### src/rtl/lsu_bus_master.sv
// lsu_bus_master
// ---------------------------------------------------------------------------
// Multi-cycle load/store unit for the rv32i core. It accepts one load or store
// from the decoder and the ALU, and runs it on a request/grant/response data bus.
// It stalls the core with busy_o until the access completes. Load results
// come back sign- or zero-extended on ld_data_o for the rd write-back mux.
//
// Ports
//   clk_i            core clock, rising-edge
//   rst_i            asynchronous active-high reset
//   en_i             access request from the decoder, held while busy_o=1
//   funct_i          LOAD / STORE
//   bytes_i          B, H, W, BU, HU (BU/HU only meaningful for loads)
//   addr_i           byte address from the ALU
//   st_data_i        rs2 data for stores
//   ld_data_o        formatted load result (registered)
//   busy_o           stall request to PC / register file (combinational)
//   misaligned_ld_o  alignment fault on a load in IDLE (combinational)
//   misaligned_st_o  alignment fault on a store in IDLE (combinational)
//   mem_req_o        bus request valid (registered)
//   mem_we_o         1 = write (registered)
//   mem_addr_o       word address, [1:0] = 0 (registered)
//   mem_be_o         byte enables (registered)
//   mem_wdata_o      lane-shifted store data (registered)
//   mem_gnt_i        request accepted this cycle
//   mem_rvalid_i     response strobe for reads and writes
//   mem_rdata_i      read data, valid with mem_rvalid_i
// ---------------------------------------------------------------------------

package lsu_bus_master_pkg;

  typedef enum logic {
    LSU_LOAD  = 1'b0,
    LSU_STORE = 1'b1
  } lsu_funct_e;

  typedef enum logic [2:0] {
    LSU_B  = 3'd0,
    LSU_H  = 3'd1,
    LSU_W  = 3'd2,
    LSU_BU = 3'd3,
    LSU_HU = 3'd4
  } lsu_bytes_e;

endpackage

module lsu_bus_master
  import lsu_bus_master_pkg::*;
(
  input  logic        clk_i,
  input  logic        rst_i,
  input  logic        en_i,
  input  lsu_funct_e  funct_i,
  input  lsu_bytes_e  bytes_i,
  input  logic [31:0] addr_i,
  input  logic [31:0] st_data_i,
  output logic [31:0] ld_data_o,
  output logic        busy_o,
  output logic        misaligned_ld_o,
  output logic        misaligned_st_o,
  output logic        mem_req_o,
  output logic        mem_we_o,
  output logic [31:0] mem_addr_o,
  output logic [3:0]  mem_be_o,
  output logic [31:0] mem_wdata_o,
  input  logic        mem_gnt_i,
  input  logic        mem_rvalid_i,
  input  logic [31:0] mem_rdata_i
);

  typedef enum logic [1:0] {
    ST_IDLE = 2'd0,
    ST_REQ  = 2'd1,
    ST_RESP = 2'd2,
    ST_DONE = 2'd3
  } state_e;

  state_e      state_q,     state_d;
  logic        mem_req_q,   mem_req_d;
  logic        mem_we_q,    mem_we_d;
  logic [31:0] mem_addr_q,  mem_addr_d;
  logic [3:0]  mem_be_q,    mem_be_d;
  logic [31:0] mem_wdata_q, mem_wdata_d;
  logic [31:0] ld_data_q,   ld_data_d;
  lsu_bytes_e  bytes_q,     bytes_d;
  logic [1:0]  off_q,       off_d;

  logic [1:0]  req_off;
  logic        req_aligned;
  logic [3:0]  req_be;
  logic [31:0] req_wdata;
  logic        in_idle;
  logic        start;

  // Select the addressed lane of a read word and extend it to 32 bits.
  function automatic logic [31:0] fmt_load(input lsu_bytes_e b,
                                           input logic [1:0] off,
                                           input logic [31:0] rdata);
    logic [31:0] lane;
    logic [31:0] res;
    lane = rdata >> {off, 3'b000};
    case (b)
      LSU_B:   res = {{24{lane[7]}}, lane[7:0]};
      LSU_BU:  res = {24'h00_0000, lane[7:0]};
      LSU_H:   res = {{16{lane[15]}}, lane[15:0]};
      LSU_HU:  res = {16'h0000, lane[15:0]};
      LSU_W:   res = rdata;
      default: res = rdata;
    endcase
    return res;
  endfunction

  // Decode the incoming request: alignment, byte enables and store lane shift.
  always_comb begin
    req_off     = addr_i[1:0];
    req_aligned = 1'b0;
    req_be      = 4'b0000;
    req_wdata   = st_data_i << {req_off, 3'b000};
    case (bytes_i)
      LSU_B, LSU_BU: begin
        req_aligned = 1'b1;
        req_be      = 4'b0001 << req_off;
      end
      LSU_H, LSU_HU: begin
        req_aligned = ~addr_i[0];
        req_be      = 4'b0011 << req_off;
      end
      LSU_W: begin
        req_aligned = (addr_i[1:0] == 2'b00);
        req_be      = 4'b1111;
      end
      // Unknown size codes are treated as faulting so they never reach the bus.
      default: begin
        req_aligned = 1'b0;
        req_be      = 4'b0000;
      end
    endcase
  end

  assign in_idle = (state_q == ST_IDLE);
  assign start   = in_idle & en_i & req_aligned;

  // busy covers the accepting IDLE cycle so the core stalls immediately;
  // it is low in DONE, the retirement cycle.
  assign busy_o          = start | (state_q == ST_REQ) | (state_q == ST_RESP);
  assign misaligned_ld_o = in_idle & en_i & ~req_aligned & (funct_i == LSU_LOAD);
  assign misaligned_st_o = in_idle & en_i & ~req_aligned & (funct_i == LSU_STORE);

  // Next-state and next-output logic of the access sequencer.
  always_comb begin
    state_d     = state_q;
    mem_req_d   = mem_req_q;
    mem_we_d    = mem_we_q;
    mem_addr_d  = mem_addr_q;
    mem_be_d    = mem_be_q;
    mem_wdata_d = mem_wdata_q;
    ld_data_d   = ld_data_q;
    bytes_d     = bytes_q;
    off_d       = off_q;

    case (state_q)
      ST_IDLE: begin
        if (start) begin
          state_d     = ST_REQ;
          mem_req_d   = 1'b1;
          mem_we_d    = (funct_i == LSU_STORE);
          mem_addr_d  = {addr_i[31:2], 2'b00};
          mem_be_d    = req_be;
          mem_wdata_d = req_wdata;
          bytes_d     = bytes_i;
          off_d       = req_off;
        end else begin
          state_d = ST_IDLE;
        end
      end

      ST_REQ: begin
        if (mem_gnt_i) begin
          state_d   = ST_RESP;
          mem_req_d = 1'b0;
        end else begin
          state_d = ST_REQ;
        end
      end

      ST_RESP: begin
        if (mem_rvalid_i) begin
          state_d = ST_DONE;
          // Write responses only complete the access; ld_data keeps the last load.
          if (!mem_we_q) begin
            ld_data_d = fmt_load(bytes_q, off_q, mem_rdata_i);
          end else begin
            ld_data_d = ld_data_q;
          end
        end else begin
          state_d = ST_RESP;
        end
      end

      ST_DONE: begin
        state_d = ST_IDLE;
      end

      default: begin
        state_d   = ST_IDLE;
        mem_req_d = 1'b0;
      end
    endcase
  end

  // State and registered bus outputs; reset abandons any access in flight.
  always_ff @(posedge clk_i or posedge rst_i) begin
    if (rst_i) begin
      state_q     <= ST_IDLE;
      mem_req_q   <= 1'b0;
      mem_we_q    <= 1'b0;
      mem_addr_q  <= 32'h0000_0000;
      mem_be_q    <= 4'b0000;
      mem_wdata_q <= 32'h0000_0000;
      ld_data_q   <= 32'h0000_0000;
      bytes_q     <= LSU_B;
      off_q       <= 2'b00;
    end else begin
      state_q     <= state_d;
      mem_req_q   <= mem_req_d;
      mem_we_q    <= mem_we_d;
      mem_addr_q  <= mem_addr_d;
      mem_be_q    <= mem_be_d;
      mem_wdata_q <= mem_wdata_d;
      ld_data_q   <= ld_data_d;
      bytes_q     <= bytes_d;
      off_q       <= off_d;
    end
  end

  assign mem_req_o   = mem_req_q;
  assign mem_we_o    = mem_we_q;
  assign mem_addr_o  = mem_addr_q;
  assign mem_be_o    = mem_be_q;
  assign mem_wdata_o = mem_wdata_q;
  assign ld_data_o   = ld_data_q;

endmodule

### config.mk
export PLATFORM = sky130hd
export DESIGN_NAME = lsu_bus_master
export DESIGN_NICKNAME = d
export VERILOG_FILES = /design/src/rtl/lsu_bus_master.sv
export SDC_FILE = /design/constraint.sdc
export NUM_CORES = 1
export LEC_CHECK = 0
export ABC_AREA = 1
export CAP_MARGIN = 5
export CELL_PAD_IN_SITES_DETAIL_PLACEMENT = 1
export CELL_PAD_IN_SITES_GLOBAL_PLACEMENT = 2
export CORE_ASPECT_RATIO = 1.2
export CORE_UTILIZATION = 26
export CTS_BUF_LIST = sky130_fd_sc_hd__clkbuf_2 sky130_fd_sc_hd__clkbuf_4 sky130_fd_sc_hd__clkbuf_8
export DETAILED_ROUTE_END_ITERATION = 12
export PLACE_DENSITY_LB_ADDON = 0.1
export SYNTH_ARGS = -nofsm -noshare
export SYNTH_HDL_FRONTEND = slang
export SYNTH_SLANG_ARGS = --single-unit
### constraint.sdc
create_clock -name clk_i -period 6.2 [get_ports clk_i]
set_input_delay 0.62 -clock clk_i [delete_from_list [all_inputs] [get_ports clk_i]]
set_output_delay 0.62 -clock clk_i [all_outputs]
set_load 0.02 [all_outputs]
# Word level (Yosys, flattened, before mapping)
# Index checks and enable logic that the tools add are counted.
# word_totals
register_bits,107
inputBits,105
output_inout_bits,105
wordCells,56
# op_classes
n_eq_ne,12
n_shift,4
muxes,10
bitwise_logic,11
reduce_logical,10
# ops
operator,n
32-bit one-hot mux with 4 select lines,1
32-bit by 5-bit << shifter with 32-bit output,1
32-bit by 5-bit right shift with 16-bit output,1
4-bit one-hot mux with 3 select lines,1
"3-bit by 2-bit == test with 1-bit output, second input constant",3
2-bit one-hot mux with 4 select lines,1
"3-bit by 1-bit == test with 1-bit output, second input constant",2
"3-bit == test, second input constant",2
3-bit logical NOT,2
3-bit AND reduction,2
1-bit AND,5
"2-bit == test, second input constant",2
2-bit logical NOT,2
1-bit 2-to-1 mux,4
1-bit NOT,4
2-bit OR reduction,2
"1-bit by 2-bit << shifter with 4-bit output, first input constant",1
"2-bit by 2-bit << shifter with 4-bit output, first input constant",1
1-bit one-hot mux with 3 select lines,1
"2-bit by 1-bit == test with 1-bit output, second input constant",1
2-bit 2-to-1 mux,1
"2-bit by 1-bit inequality test with 1-bit output, second input constant",1
"2-bit inequality test, second input constant",1
1-bit bitwise OR,2
other kinds (3),3

# Longest topological paths before layout
# Gate-level depths: netlist of the first run.
# logic_depth
word_depth,6
depth_mapped,10

# Worst setup path before layout of the first run
# No wires, ideal clock.
# synth_path
path_type,input port to output port
from,in addr_i[1]
to,out busy_o
t_arrival_ns,1.505
required_ns,5.580
slack_ns,4.075
cell_stages,7
n_path_buf,2
cell_sequence,buf_4 -> inv_4 -> nand2_2 -> nand3_2 -> nand4_2 -> buf_2 -> nand3_1
# synth_via
elab_chain_cells,5
# synth_rtl
item,line_no,text
start: declaration,55,"input logic [31:0] addr_i,"
2-bit logical NOT,129,req_aligned = (addr_i[1:0] == 2'b00);
1-bit one-hot mux with 3 select lines,119,case (bytes_i)
1-bit AND,141,assign start = in_idle & en_i & req_aligned;
1-bit bitwise OR (2 in a row),145,assign busy_o = start | (state_q == ST_REQ) | (state_q == ST_RESP);
end: declaration,58,"output logic busy_o,"
# Every way passes these cells.

# Worst setup path after layout of the first run
# layout_path
from,in addr_i[1]
to,out misaligned_st_o
# layout_via
elab_chain_cells,5
# layout_rtl
item,line_no,text
2-bit logical NOT,129,
1-bit one-hot mux with 3 select lines,119,
1-bit NOT,147,assign misaligned_st_o = in_idle & en_i & ~req_aligned & (funct_i == LSU_STORE);
1-bit AND (2 in a row),147,
end: declaration,60,"output logic misaligned_st_o,"
# Every way passes these cells.

==> reports/qor.txt, run 1 <==
Status: finished clean
Pwr dens: 463 nW/µm²
Final period utilization: 60.4%
Synth warn: 0
Syn Area/Cell: 7.36 µm²
Total power: 3720 µW
Final setup fails: 0
Antenna Cells: 0
Commonest cells after routing, fill and taps aside: 347 x nand2_1, 207 x clkdlybuf4s50_1, 107 x dfrtp_1
Pleak: 0.00386 µW
Post-route DRC: 0
Register area share after synthesis: 47.5%
Clk root buf: clkbuf_8
DIE WIDTH: 136 µm
Clk pwr share: 12.1%
Slowest CP cell: clkdlybuf4s50_1
Reg clk slew, reported paths: 100 ps
Critical Path RT: 5580 ps
Antenna violations before repair: 1
Post-route setup slack: 2450 ps
Longest Clk Path Bufs: 2
Hold-fix buffers, CTS: 0
Crit Path Max Fanout: 36
Hold WS: 491 ps
Core ar.: 21,100 µm²
Measured slew at the worst slew-check pin: 999 ps
Comb pwr share: 54.5%
Worst Skew: 17.1 ps
Crit path largest cell delay: 950 ps
Initial Utilization: 26.7%
Crit Path Category: primary input to output pin
Routed wire per std cell: 16.1 µm
Post-DRT Antenna Nets: 0
Total negative slack: 0 ps
Final Hold Fails: 0
Rows: 58
Via density: 4.56
DPL Wire Length: 14.8 mm
Setup bufs post-CTS: 0
# fillers: 2,575
Detailed-route via count: 5,580
Layout cell share with drive strength beyond 1: 5.77%
Most common cell after layout, fill and taps aside: nand2_1
Clock sinks: 107
Post-cts repair resize count: 0
Fin crit period: 3750 ps
Cells along the critical path: clkdlybuf4s50_1 > inv_4 > nand2_2 > nand3_2 > nand3_2 > nand2_1 > nor2_1 > clkdlybuf4s50_1
Sw Share: 44.9%
Critical Path Start Type: primary input
Crit. End Element: output pin
Placed cells: 1,207
DR pass1 iterations: 4
Largest net degree at the start of global routing: 89
Post-synth EDFFs: 0
CTS buffer count: 9
Sequential share of power: 33.4%
Top cells by area, synth: dfrtp_1 47%, nand2_1 23%, nand3_1 5.9%
RSZ-0062 raised after global routing: no
Peak VDD IR: 0.184 mV
Final Wtd Congestion: 0.804
Async set-or-reset flop fraction in the synthesized netlist: 100%
Drt total wl: 19.6 mm
Vias in the first global route: 6,046
Chip height: 163 µm
Synth-to-layout area growth: 42.6%
Netlist cell types: 31
Gate Count Post-Synth: 767
CTS tree: yes
Synth area leader: dfrtp_1
Cell Area, Synth: 5640 µm²
Synth Register Bits: 107
I/O pin count: 210
Port Buffers: 207
Setup WS pre-CTS: 2420 ps
Max-slew violation count: 0
Top FF cell, synth: dfrtp_1
1st-iter DRT viols: 220
Area of the die: 22,300 µm²
Non-filler cells, final: 1,223
Hold Path Class: register to register
Internal power: 2050 µW
Switch Pwr: 1670 µW
Maxcap violations: 0
Global route overflow: 0
# nets final: 1,053
H-Tree Depth: 3
CP arrival: 3130 ps
Overall routing resource usage: 18.1%
Rel. slew slack: 33.4%
Skew-Pair Late Insertion Delay: 390 ps
Top-area cell type share of the netlist area: 47.5%
Fmax: 0.267 GHz
First-pass GRT wire length: 31.2 mm
-- state kept, by name, indices dropped and copies added, names as in the netlist, named ones only --
name	count
ld_data_o	32
mem_wdata_o	32
mem_addr_o	30
mem_be_o	4
bytes_q	3
off_q	2
mem_req_o	1
mem_we_o	1
state_q	1
-- layout make-up --
| type | instances | area, µm² | share of cell area, % |
|---|---|---|---|
| flip-flops and latches | 107 | 2680 | 33.3 |
| clock buffers | 9 | 124 | 1.54 |
| clock inverters | 7 | 80.1 | 0.995 |
| inverters | 58 | 225 | 2.80 |
| repair buffers | 212 | 2110 | 26.2 |
| multi-input cells | 560 | 2490 | 31.0 |
| well taps | 270 | 338 | 4.20 |
-- critical path: cells and delay by family --
kind | cells | cell delay [ps]
buffers and inverters | 3 | 1870
and+or+nand+nor | 5 | 650
-- path summary, 6_finish.rpt --
kind | start | to | slack, ps | depth (start not counted)
worst max-delay path | addr_i[1] | misaligned_st_o | 2450 | 8
worst min register to register | ld_data_o[15] | ld_data_o[15] | 490 | 2
min in group asynchronous | rst_i | mem_addr_o[24] | 650 | 2
worst max register to register | bytes_q[0] | ld_data_o[5] | 4050 | 6
max in group asynchronous | rst_i | mem_wdata_o[7] | 4290 | 3
worst min-delay path | ld_data_o[15] | ld_data_o[15] | 490 | 2
-- per-layer routing --
layer  vias up  part of all wire [%]  wire length (µm)  GRT usage (%)
met5         -                 0.061                12              0
met4         2                   1.2               237           4.60
met3        15                   5.0               978           4.38
met2       126                    53             10500           33.2
met1      2697                    40              7940           20.7
li1       2740                     -                 -              -
-- power groups by stage --
| stage | combinational, µW | sequential (µW) | clock (µW) |
|---|---|---|---|
| floorplan | 804 | 1570 | 0 |
| global placement | 2030 | 1250 | 0 |
| detailed placement | 2070 | 1260 | 0 |
| CTS | 2070 | 1250 | 475 |
| global route | 2220 | 1290 | 501 |
| finish | 2030 | 1240 | 451 |
-- per-stage QoR --
stage | util [%] | instance area [µm²]
CTS | 38.1 | 8050
finish | 38.1 | 8050
global route | 38.1 | 8050
detailed placement | 37.1 | 7840
floorplan | - | 5650
global placement | 37.1 | 7840
-- synthesized netlist by cell type (2+ instances only) --
cell	n
nand2_1	347
dfrtp_1	107
nand3_1	67
inv_1	48
nor2_1	38
o21ai_1	21
a21oi_1	19
buf_2	19
o21bai_1	16
clkbuf_1	12
nand2_2	11
o21ai_0	11
a31oi_1	8
inv_2	8
mux2i_1	8
buf_4	5
buf_6	4
nand3_2	3
inv_4	2
nor2_2	2
-- cells by family (layout without fill, tap and decap cells) --
group,Yosys count,count (layout),synth area share (%)
simple gates,472,472,34.5
flops,107,107,47.5
buf+inv,101,286,8.60
compound gates,78,78,7.98
mux,8,8,1.42
other cells,1,2,0.0665
Note: power is estimated with default switching activity, not from simulation.
==> run 2: changes to the inputs <==
--- a/config.mk
+++ b/config.mk
@@ -10,7 +10,7 @@
 export CELL_PAD_IN_SITES_DETAIL_PLACEMENT = 1
 export CELL_PAD_IN_SITES_GLOBAL_PLACEMENT = 2
 export CORE_ASPECT_RATIO = 1.2
-export CORE_UTILIZATION = 26
+export CORE_UTILIZATION = 22
 export CTS_BUF_LIST = sky130_fd_sc_hd__clkbuf_2 sky130_fd_sc_hd__clkbuf_4 sky130_fd_sc_hd__clkbuf_8
 export DETAILED_ROUTE_END_ITERATION = 12
 export PLACE_DENSITY_LB_ADDON = 0.1
==> constraint.sdc (replaced) <==
create_clock -name clk_i -period 3.4 [get_ports clk_i]
set_input_delay 0.34 -clock clk_i [delete_from_list [all_inputs] [get_ports clk_i]]
set_output_delay 0.34 -clock clk_i [all_outputs]
set_load 0.02 [all_outputs]
==> reports/qor.txt, run 2 (same netlist as run 1, synthesis figures left out) <==
Drt total wl: 21.2 mm (was 19.6 mm)
Overall routing resource usage: 16.6% (was 18.1%)
CP arrival: 2240 ps (was 3130 ps)
Final Wtd Congestion: 0.761 (was 0.804)
Via density: 4.32 (was 4.56)
Skew-Pair Late Insertion Delay: 400 ps (was 390 ps)
RSZ-0062 raised after global routing: no (unchanged)
Final Hold Fails: 0 (unchanged)
Multi-input gate area: 2490 µm² (unchanged)
Critical Path RT: 3060 ps (was 5580 ps)
DIE WIDTH: 148 µm (was 136 µm)
Peak VDD IR: 0.328 mV (was 0.184 mV)
Largest net degree at the start of global routing: 89 (unchanged)
H-Tree Depth: 3 (unchanged)
Clk root buf: clkbuf_8 (unchanged)
Reg area: 2680 µm² (unchanged)
Pleak: 0.00391 µW (was 0.00386 µW)
DR pass1 iterations: 4 (unchanged)
Post-layout util: 33.0% (was 38.1%)
Post-cts repair resize count: 0 (unchanged)
Synth-to-layout area growth: 45.6% (was 42.6%)
Antenna violations before repair: 0 (was 1)
Hold Path Class: primary input to asynchronous set/reset pin (was register to register)
1st-iter DRT viols: 182 (was 220)
Area of the die: 26,300 µm² (was 22,300 µm²)
Routed wire per std cell: 16.5 µm (was 16.1 µm)
Post-route DRC: 0 (unchanged)
Measured slew at the worst slew-check pin: 915 ps (was 999 ps)
# nets final: 1,060 (was 1,053)
Longest Clk Path Bufs: 2 (unchanged)
Layout cell share with drive strength beyond 1: 6.46% (was 5.77%)
Total negative slack: 0 ps (unchanged)
Total power: 6910 µW (was 3720 µW)
DPL Wire Length: 15.2 mm (was 14.8 mm)
Vias in the first global route: 5,921 (was 6,046)
Port Buffers: 207 (unchanged)
Detailed-route via count: 5,547 (was 5,580)
Initial Utilization: 22.6% (was 26.7%)
Post-DP Area: 8000 µm² (was 7840 µm²)
Critical Path Start Type: primary input (unchanged)
Maxcap violations: 0 (unchanged)
Commonest cells after routing, fill and taps aside: 347 x nand2_1, 207 x clkdlybuf4s50_1, 107 x dfrtp_1 (unchanged)
Setup bufs post-CTS: 0 (unchanged)
Crit. End Element: output pin (unchanged)
Core ar.: 24,900 µm² (was 21,100 µm²)
Worst Skew: 21.6 ps (was 17.1 ps)
Final setup fails: 0 (unchanged)
Post-route setup slack: 819 ps (was 2450 ps)
Chip height: 177 µm (was 163 µm)
CTS tree: yes (unchanged)
Status: finished clean (unchanged)
I/O pin count: 210 (unchanged)
Post-DRT Antenna Nets: 0 (unchanged)
Clock sinks: 107 (unchanged)
Crit Path Category: primary input to output pin (unchanged)
Most common cell after layout, fill and taps aside: nand2_1 (unchanged)
Rows: 63 (was 58)
Max-slew violation count: 0 (unchanged)
Antenna Cells: 0 (unchanged)
Rel. slew slack: 39.0% (was 33.4%)
Fmax: 0.387 GHz
Crit Path Max Fanout: 5 (was 36)
Final period utilization: 75.9%
Global route overflow: 0 (unchanged)
First-pass GRT wire length: 33.2 mm (was 31.2 mm)
Setup WS pre-CTS: 768 ps (was 2420 ps)
Fin crit period: 2580 ps
Hold-fix buffers, CTS: 0 (unchanged)
Final instance area: 8210 µm² (was 8050 µm²)
CTS buffer count: 9 (unchanged)
Pwr dens: 841 nW/µm² (was 463 nW/µm²)
FF-to-FF path depth: 8 (was 6)
Reg clk slew, reported paths: 140 ps (was 100 ps)
# fillers: 3,054 (was 2,575)
run 2: cell count changes in the layout (fill, tap and decap cells not counted), sizes merged:
cell / delta
buf: +7
clkinvlp: -1
clkinv: +1
run 2: final cells by class:
type / count / area share [%]
Clock inverter: 7 / 1.05
Timing Repair Buffer: 219 / 26.8
Tap cell: 325 / 4.95
Sequential cell: 107 / 32.6
Multi-Input combinational cell: 560 / 30.4
Clock buffer: 9 / 1.51
Inverter: 58 / 2.74
run 2: power breakdown:
group          leakage [µW]  total [µW]  internal [µW]  switching (µW)
combinational       0.00248        3810           1630            2180
clock              0.000105         870            302             568
sequential          0.00133        2230           1850             377
run 2: final timing paths:
| kind | start | slack, ps | end |
|---|---|---|---|
| max | bytes_i[1] | 820 | misaligned_st_o |
| min | rst_i | 380 | mem_addr_o[26] |
| max reg2reg | off_q[1] | 1290 | ld_data_o[18] |
| min reg2reg | mem_addr_o[25] | 490 | mem_addr_o[25] |
| max in group asynchronous | rst_i | 2280 | ld_data_o[7] |
| min in group clk_i | addr_i[26] | 450 | mem_addr_o[26] |
run 2: metal layers:
layer / share of wire [%] / vias to the layer above / track usage, %
met5: 0 / - / 0
met4: 1.1 / 0 / 3.91
met3: 6.6 / 11 / 4.91
met2: 49 / 133 / 28.9
met1: 43 / 2637 / 19.8
li1: - / 2766 / -
run 2: stage by stage:
stage	instances	hold WS [ps]
floorplan	768	444
global placement	1269	461
detailed placement	1269	464
CTS	1285	399
global route	1285	439
finish	1285	377
run 2: critical path, stage by stage:
cell and delay [ps]:
clkdlybuf4s50_1 510, inv_2 70, nor2_1 200, nand3_2 150, nand3_2 120, nand2_1 120, nor2_1 110, clkdlybuf4s50_1 610
==> run 3: changes to the inputs <==
--- a/config.mk
+++ b/config.mk
@@ -10,7 +10,7 @@
 export CELL_PAD_IN_SITES_DETAIL_PLACEMENT = 1
 export CELL_PAD_IN_SITES_GLOBAL_PLACEMENT = 2
 export CORE_ASPECT_RATIO = 1.2
-export CORE_UTILIZATION = 22
+export CORE_UTILIZATION = 25
 export CTS_BUF_LIST = sky130_fd_sc_hd__clkbuf_2 sky130_fd_sc_hd__clkbuf_4 sky130_fd_sc_hd__clkbuf_8
 export DETAILED_ROUTE_END_ITERATION = 12
 export PLACE_DENSITY_LB_ADDON = 0.1
==> constraint.sdc (replaced) <==
create_clock -name clk_i -period 2.5 [get_ports clk_i]
set_input_delay 0.25 -clock clk_i [delete_from_list [all_inputs] [get_ports clk_i]]
set_output_delay 0.25 -clock clk_i [all_outputs]
set_load 0.02 [all_outputs]
==> reports/qor.txt, run 3 (same netlist as run 1, synthesis figures left out) <==
Fin crit period: 2400 ps
CTS buffer count: 9 (unchanged)
Crit. End Element: output pin (unchanged)
Rows: 59 (was 63)
Synth-to-layout area growth: 45.9% (was 45.6%)
Critical Path RT: 2250 ps (was 3060 ps)
Port Buffers: 207 (unchanged)
Cells along the critical path: inv_2 > nand3_1 > inv_1 > nand4_4 > nand3_1 > clkdlybuf4s50_1 (was clkdlybuf4s50_1 > inv_2 > nor2_1 > nand3_2 > nand3_2 > nand2_1 > nor2_1 > clkdlybuf4s50_1)
Hold Path Class: primary input to asynchronous set/reset pin (unchanged)
Crit Path Max Fanout: 3 (was 5)
Total negative slack: 0 ps (unchanged)
Pwr dens: 1160 nW/µm² (was 841 nW/µm²)
Post-route setup slack: 98.4 ps (was 819 ps)
Final period utilization: 96.1%
Rel. slew slack: 44.6% (was 39.0%)
Vias in the first global route: 6,285 (was 5,921)
Antenna Cells: 0 (unchanged)
Crit-path leading delay family: buffers and inverters (unchanged)
CTS tree: yes (unchanged)
Reg clk slew, reported paths: 130 ps (was 140 ps)
Layout cell share with drive strength beyond 1: 7.04% (was 6.46%)
Skew-Pair Late Insertion Delay: 410 ps (was 400 ps)
Fmax: 0.416 GHz
Critical Path Start Type: register (was primary input)
Crit Path Category: register to output pin (was primary input to output pin)
Post-route DRC: 6 (was 0)
H-Tree Depth: 3 (unchanged)
1st-iter DRT viols: 231 (was 182)
Final Wtd Congestion: 0.774 (was 0.761)
DPL Wire Length: 15.7 mm (was 15.2 mm)
Buffers plus inverters on the worst setup path: 3 (unchanged)
Setup bufs post-CTS: 0 (unchanged)
Final setup fails: 0 (unchanged)
RSZ-0062 raised after global routing: no (unchanged)
Peak VDD IR: 0.403 mV (was 0.328 mV)
Initial Utilization: 25.7% (was 22.6%)
Max-slew violation count: 0 (unchanged)
Worst Skew: 16.7 ps (was 21.6 ps)
Clock sinks: 107 (unchanged)
Via density: 4.57 (was 4.32)
Post-cts repair resize count: 0 (unchanged)
Chip height: 167 µm (was 177 µm)
DIE WIDTH: 139 µm (was 148 µm)
Hold-fix buffers, CTS: 0 (unchanged)
Measured slew at the worst slew-check pin: 831 ps (was 915 ps)
Most common cell after layout, fill and taps aside: nand2_1 (unchanged)
Routed wire per std cell: 17.1 µm (was 16.5 µm)
Failing checks: DRC
DR pass1 iterations: 11 (was 4)
First-pass GRT wire length: 34.2 mm (was 33.2 mm)
I/O pin count: 210 (unchanged)
Crit path top cell by count: nand3_1
Post-DRT Antenna Nets: 0 (unchanged)
Core ar.: 21,900 µm² (was 24,900 µm²)
Slowest CP cell: clkdlybuf4s50_1 (unchanged)
Drt total wl: 21.2 mm (about the same)
Setup WS pre-CTS: 120 ps (was 768 ps)
Antenna violations before repair: 0 (unchanged)
Overall routing resource usage: 18.8% (was 16.6%)
Global route overflow: 0 (unchanged)
Final Hold Fails: 0 (unchanged)
Maxcap violations: 0 (unchanged)
CP arrival: 2150 ps (was 2240 ps)
Status: finished with violations (was finished clean)
Longest Clk Path Bufs: 2 (unchanged)
Pleak: 0.00395 µW (was 0.00391 µW)
Clk root buf: clkbuf_8 (unchanged)
Area of the die: 23,200 µm² (was 26,300 µm²)
# nets final: 1,066 (was 1,060)
Commonest cells after routing, fill and taps aside: 347 x nand2_1, 207 x clkdlybuf4s50_1, 107 x dfrtp_1 (unchanged)
Detailed-route via count: 5,668 (was 5,547)
Largest net degree at the start of global routing: 89 (unchanged)
Crit path largest cell delay: 670 ps (was 610 ps)
run 3: final cells by class:
class / count / area (µm²)
clock buffers: 9 / 124
fillers: 2670 / 13700
clock inverters: 7 / 86.3
repair buffers: 225 / 2280
flip-flops and latches: 107 / 2680
multi-input cells: 560 / 2490
well taps: 274 / 343
inverters: 58 / 226
run 3: power by group:
group	switching (µW)	leakage (µW)	total, µW	internal, µW
clock	770	0.000105	1180	412
sequential	505	0.00133	3020	2520
combinational	3050	0.00251	5310	2260
total	4320	0.00395	9510	5190
run 3: metal layers:
layer  GRT usage, %  routed length [µm]  vias up
li1               -                   -     2775
met1           21.1                8640     2727
met2           34.0               10800      143
met3           4.86                1260       23
met4           7.20                 482        0
met5              0                   0        -
run 3: stage by stage:
| step | cells | cell area [µm²] | hold WS, ps | power (µW) | util (%) |
|---|---|---|---|---|---|
| floorplan | 768 | 5650 | 354 | 5880 | - |
| global placement | 1224 | 8020 | 462 | 8310 | 36.6 |
| detailed placement | 1224 | 8020 | 467 | 8440 | 36.6 |
| CTS | 1240 | 8230 | 118 | 9700 | 37.6 |
| global route | 1240 | 8230 | 126 | 10200 | 37.6 |
| finish | 1240 | 8230 | 134 | 9510 | 37.6 |
run 3: final timing paths:
kind / startpoint / to / slack, ps / depth (start not counted)
setup / recovery: state_q[0] / busy_o / 100 / 6
setup reg to reg: off_q[0] / ld_data_o[17] / 590 / 7
hold / removal: rst_i / ld_data_o[25] / 130 / 2
min in group clk_i: addr_i[27] / mem_addr_o[27] / 350 / 3
max in group asynchronous: rst_i / mem_wdata_o[15] / 1750 / 3
hold reg to reg: ld_data_o[15] / ld_data_o[15] / 490 / 2
